`src/rtl/cover_toggle_collector.sv`:
```
// Sticky toggle-cover collector: reports each first hit once as a global cover index, with bitmap re-dump.
module cover_toggle_collector #(
  parameter int WIDTH       = 3,
  parameter int COVER_INDEX = 0,
  parameter int COVER_TOTAL = 10906,
  parameter int IDX_W       = 32
) (
  input  logic                         clock,
  input  logic                         reset,
  input  logic [WIDTH-1:0]             valid,
  input  logic                         clear,
  input  logic                         dump_req,
  output logic                         evt_valid,
  input  logic                         evt_ready,
  output logic [IDX_W-1:0]             evt_index,
  output logic                         dump_done,
  output logic [$clog2(WIDTH+1)-1:0]   covered_count,
  output logic                         all_covered
);

  // evt_valid/evt_ready: an event transfers on a rising clock edge where both are high;
  // while evt_valid is high and evt_ready low, evt_valid and evt_index hold unchanged.

  localparam int CNT_W = $clog2(WIDTH+1);
  localparam int PTR_W = (WIDTH > 1) ? $clog2(WIDTH) : 1;

  typedef enum logic [1:0] {IDLE, DUMP, DONE} state_t;

  state_t             state;
  logic [WIDTH-1:0]   hit;
  logic [WIDTH-1:0]   pending;
  logic [WIDTH-1:0]   load_mask;
  logic [PTR_W-1:0]   ptr;
  logic [PTR_W-1:0]   low_ptr;
  logic [PTR_W-1:0]   load_ptr;
  logic [CNT_W-1:0]   hit_count;
  logic               slot_free;
  logic               load;

  // Lowest-numbered pending bit wins the output slot.
  always_comb begin
    low_ptr = '0;
    for (int i = WIDTH-1; i >= 0; i--) begin
      if (pending[i]) low_ptr = PTR_W'(i);
    end
  end

  always_comb begin
    hit_count = '0;
    for (int i = 0; i < WIDTH; i++) begin
      hit_count = hit_count + CNT_W'(hit[i]);
    end
  end

  always_comb begin
    slot_free = !evt_valid || evt_ready;
    load      = 1'b0;
    load_ptr  = '0;
    if (!clear && slot_free) begin
      if (state == IDLE && |pending) begin
        load     = 1'b1;
        load_ptr = low_ptr;
      end else if (state == DUMP && hit[ptr]) begin
        load     = 1'b1;
        load_ptr = ptr;
      end
    end
    load_mask           = '0;
    load_mask[load_ptr] = load;
  end

  always_ff @(posedge clock or posedge reset) begin
    if (reset) begin
      state         <= IDLE;
      hit           <= '0;
      pending       <= '0;
      ptr           <= '0;
      evt_valid     <= 1'b0;
      evt_index     <= '0;
      dump_done     <= 1'b0;
      covered_count <= '0;
    end else begin
      // The output slot is never touched by clear: a held event waits for its handshake.
      if (load) begin
        evt_valid <= 1'b1;
        evt_index <= IDX_W'(COVER_INDEX) + IDX_W'(load_ptr);
      end else if (evt_ready) begin
        evt_valid <= 1'b0;
      end

      if (clear) begin
        state         <= IDLE;
        hit           <= '0;
        pending       <= '0;
        ptr           <= '0;
        dump_done     <= 1'b0;
        covered_count <= '0;
      end else begin
        hit           <= hit | valid;
        pending       <= (pending | (valid & ~hit)) & ~load_mask;
        covered_count <= hit_count;
        dump_done     <= 1'b0;
        case (state)
          IDLE: begin
            if (dump_req) begin
              state <= DUMP;
              ptr   <= '0;
            end
          end
          DUMP: begin
            if (slot_free) begin
              if (ptr == PTR_W'(WIDTH-1)) begin
                state     <= DONE;
                ptr       <= '0;
                dump_done <= 1'b1;
              end else begin
                ptr <= ptr + 1'b1;
              end
            end
          end
          default: state <= IDLE;
        endcase
      end
    end
  end

  assign all_covered = (covered_count == CNT_W'(WIDTH));

`ifndef SYNTHESIS
  index_range_ok: assert property (@(posedge clock) disable iff (reset)
    (COVER_INDEX + WIDTH <= COVER_TOTAL));
  stall_stable: assert property (@(posedge clock) disable iff (reset)
    (evt_valid && !evt_ready) |=> (evt_valid && $stable(evt_index)));
`endif

endmodule

```
`config.mk`:
```
export PLATFORM = sky130hd
export DESIGN_NAME = cover_toggle_collector
export DESIGN_NICKNAME = d
export VERILOG_FILES = /design/src/rtl/cover_toggle_collector.sv
export SDC_FILE = /design/constraint.sdc
export NUM_CORES = 1
export LEC_CHECK = 0
export CORE_UTILIZATION = 44
export CTS_CLUSTER_DIAMETER = 60
export DETAILED_ROUTE_END_ITERATION = 8
export PLACE_DENSITY = 0.83
export SLEW_MARGIN = 20
export SYNTH_ARGS = -nofsm -noshare
export SYNTH_HDL_FRONTEND = slang
export SYNTH_SLANG_ARGS = --single-unit
```
`constraint.sdc`:
```
create_clock -name clock -period 3.2 [get_ports clock]
set_input_delay 0.48 -clock clock [delete_from_list [all_inputs] [get_ports clock]]
set_output_delay 0.48 -clock clock [all_outputs]
set_load 0.02 [all_outputs]
```
; After elaboration in Yosys (flattened, before gate mapping)
; Cells that the tools add are included.
[op_classes]
n_addsub = 3
order_cmp = 3
eq_ne = 6
mux = 32
bitwise_logic = 7
reduce_logical = 13
[op_table]
columns = operator, n
row1 = $mux 2, 15
row2 = $mux 1, 11
row3 = $and 3x3->3, 3
row4 = $pmux 2 s2, 2
row5 = $lt 2x3->1 const B, 2
row6 = $mux 3, 2
row7 = $ne 3x3->1 const B, 2
row8 = $not 3->3, 2
row9 = $or 3x3->3, 2
row10 = $reduce_and 3->1, 2
row11 = $eq 2x2->1 const B, 2
row12 = $logic_and 1x1->1, 4
row13 = $ne 3x2->1 const B, 1
row14 = $reduce_bool 3->1, 1
row15 = $reduce_or 3->1, 1
row16 = $add 1x1->2, 1
row17 = $add 2x1->2, 1
row18 = $add 2x1->2 const B, 1
row19 = $bmux 1 s2, 1
row20 = $demux 1 s2, 1
row21 = $eq 2x1->1 const B, 1
row22 = $ge 2x1->1 const B, 1
row23 = $logic_not 1->1, 2
row24 = $logic_not 2->1, 1
row25 = 2 further kinds, 2
[totals]
register_bits = 16
in_bits = 8
output_inout_bits = 37
wordCells = 72

; Logic depth before layout (Yosys ltp)
[depth]
depth_word = 14
ltp_mapped = 5
mapped_depth_nobuf = 4

; Worst setup path before layout
; No wires, ideal clock.
[synth_timing]
path_type = register to register
startpoint = register evt_valid
endpoint = register ptr[0]
t_arrival_ns = 1.414
required_time_ns = 3.134
path_slack_ns = 1.720
stages_incl_launch_ff = 6
synth_period_minus_slack_ns = 1.480
cell_sequence = dfrtp_1 nor2b_1 clkbuf_1 a211oi_1 nor3b_1 a22o_1
[synth_between]
elab_chain_len = 4
[synth_lines]
columns = item, line
row1 = from (decl), 13  ; output logic evt_valid,
row2 = from (signal assigned), 78  ; evt_valid <= 1'b0;
row3 = from (signal assigned), 85  ; evt_valid <= 1'b1;
row4 = from (signal assigned), 88  ; evt_valid <= 1'b0;
row5 = $logic_not 1->1, 56  ; slot_free = !evt_valid || evt_ready;
row6 = $logic_or 1x1->1, 56
row7 = $ne 3x3->1 (no line), -
row8 = $reduce_and 3->1 (no line), -
row9 = to (signal assigned), 117  ; ptr <= ptr + 1'b1;
row10 = to (decl), 33  ; logic [PTR_W-1:0] ptr;
; Every way passes these cells.
; A chain may end at the register's enable or synchronous reset.

; Final worst setup path
[layout_timing]
startpoint = register covered_count[1]
endpoint = output all_covered
[layout_between]
elab_chain_len = 1
[layout_lines]
columns = item, line
row1 = from (decl), 17  ; output logic [$clog2(WIDTH+1)-1:0] covered_count,
row2 = from (signal assigned), 101  ; covered_count <= hit_count;
row3 = $eq 2x2->1, 127  ; assign all_covered = (covered_count == CNT_W'(WIDTH));
row4 = to (decl), 18  ; output logic all_covered
; Every way passes these cells.

==> impl_metrics.ini <==
[pwr]
leakagePower_nw = 0.5445
peakVddDrop_mv = 0.1953
powerDensity_mw_per_mm2 = 487.4

[clocking]
cts_root_buf = clkbuf_4
cts-buffers-inserted = 3
clock_sinks = 16
post-cts-setup-buffers = 0
clock_path_buffers = 2
clkLatencyLatePin_ns = 0.29
h-tree-depth = 1
clk_transition_reported_paths_ns = 0.10
cts_resized = 0
postCtsHoldBufs = 0
cts_tree = built

[timing]
worst_pin_slew_ns = 0.5996
slew_headroom_pct = 59.98
fin_tns_setup_ns = 0
clock.fmax_mhz = 551.4
layout_min_cycle_time_ns = 1.813
rsz0062_at_grt = false
setup_viol = 0
period_share_pct = 56.67
hold_ws_ns = 0.5399
report.final.slew_viol_count = 0
hold_viol = 0
clock_skew_ns = 0.009752

[hold_path]
holdCritStartpoint = evt_index[1]
min_path_cells = 2
hold_path.class = flop to flop
hold_path_end = evt_index[1]

[global_routing]
grt_overflow = 0
antenna_found_initial = 0
grt_start_max_net_pins = 17
grt_pass1_wl_um = 2849
grt_pass1_vias = 656
track_usage_pct = 14.78

[worst_setup_path]
worstReg2RegStart = state[0]
critPathSlowestCell = clkdlybuf4s50_1
r2r_cells = 4
reg2reg_slack_ns = 1.60
cp_cell_sequence = and2_1 -> clkdlybuf4s50_1
required_ns = 2.72
crit_fanout = 2
reg2reg_to = evt_index[1]
critPathCaptureType = primary output
cp.arrival_ns = 1.33
slowest_delay_ns = 0.52
cp-start-kind = flop
critPathKind = flop to primary output

[finish]
syn2layout_area_growth_pct = 8.629
final_common_cell = conb_1
fin_cells = 158
layout.nets = 140
fin_util_pct = 51.48
diodes = 0
layout_common_cells = 30 x conb_1, 16 x dfrtp_1, 14 x clkdlybuf4s50_1
fill_cells = 224
layout-drive-gt1-share_pct = 6.923

[logic_synthesis]
avgSynthCellArea_sq_um = 9.204
synth_edf_count = 0
ys_warn_count = 0
synth_cell_types = 30
synthTopCellsByArea = dfrtp_1 38%, buf_4 21%, nor2_1 4.3%
synth_cells = 115
synth_top_area_share_pct = 37.83
synth_top_area_cell = dfrtp_1
ys_seq_elements = 16
ys_seq_area_share_pct = 37.83
synthFlopType = dfrtp_1
syn-cell-area_sq_mm = 0.001059
async_flop_share_pct = 100.0

[floorplan]
die_h_um = 51.05
die_w_um = 51.05
io-pin-count = 45
initial_core_util_pct = 47.39
die-area_sq_mm = 0.002606
core_sq_mm = 0.002233
fp-row-count = 17

[route]
ant_nets = 0
wl_per_cell_um = 10.74
drc = 0
drtIter0Drc = 19
drt_pass1_iterations = 4
routed_wl_um = 1697
vias_per_cell = 4.842
vias = 765

[placement]
place_hpwl_um = 1297
port_buffers = 14
dp_cells = 154
gp_congestion = 0.8570

[outcome]
status = complete, no violations

[job]
maxCapViolCount = 0
-- synthesized netlist by cell type (2+ instances only) --
cell type and count:
buf_4 30, dfrtp_1 16, nor2_1 12, a21oi_1 6, inv_1 6, nor2b_1 6
o21ai_0 5, a22o_1 4, nand2b_1 4, clkbuf_1 3, a211oi_1 2, a211oi_2 2
nor4_1 2
-- per-stage QoR --
step	setup slack (ns)	total power, mW	cell area (sq um)
after floorplan	1.720	0.3991	1167
after global placement	1.304	0.4253	1114
after detailed placement	1.241	0.4292	1114
after CTS	1.377	0.5632	1150
after global routing	1.318	0.5956	1150
final	1.387	0.5604	1150
-- how the worst max path moves through the flow --
stage,to,depth (start not counted),startpoint
4_1_cts,all_covered,2,covered_count[1]
3_3_place_gp,ptr[0],5,evt_ready
3_5_place_dp,state[0],4,evt_ready
6_report,all_covered,2,covered_count[1]
2_1_floorplan,ptr[0],5,evt_valid
5_1_grt,all_covered,2,covered_count[0]
-- layout make-up --
| class | instances | area [sq um] | share of cell area [%] |
|---|---|---|---|
| Tap cell | 28 | 35.03 | 3.047 |
| Inverter | 6 | 22.52 | 1.959 |
| Clock buffer | 4 | 36.28 | 3.156 |
| Timing Repair Buffer | 15 | 147.6 | 12.84 |
| Sequential cell | 16 | 400.4 | 34.82 |
| Multi-Input combinational cell | 89 | 508.0 | 44.18 |
-- flip-flops by register name (all words and copies together), names as in the netlist --
name and cells:
dump_done 1, state 2, evt_valid 1, ptr 2
hit 3, evt_index 2, pending 3, covered_count 2
-- kinds of logic after synthesis --
family | Yosys count | share of synthesized area (%)
other | 1 | 0.3543
muxes | 1 | 0.9457
DFF | 16 | 37.82
buffers and inverters | 39 | 24.47
AOI/OAI and AO/OA | 25 | 17.85
adders and majority gates | 1 | 1.891
and+or+nand+nor | 32 | 16.67
-- layer usage --
metal  global-route usage, %  vias up  part of all wire [%]
li1                        -      367                     -
met1                   17.64      349                    42
met2                   25.22       46                    47
met3                   2.679        3                   9.6
met4                   7.407        0                   1.2
met5                       0        -                     0
-- critical path: cells and delay by family (launching register included) --
kind                   cells  cell delay (ns)
flip-flops                 1             0.38
buffers and inverters      1             0.52
AND/OR/NAND/NOR            1             0.15
-- power by group --
part / switching [mW] / internal [mW] / leakage, nW
Combinational: 0.104 / 0.0748 / 0.317
Sequential: 0.0211 / 0.225 / 0.206
Clock: 0.0656 / 0.0694 / 0.0210
No activity file was read; power rests on OpenSTA's default activity.
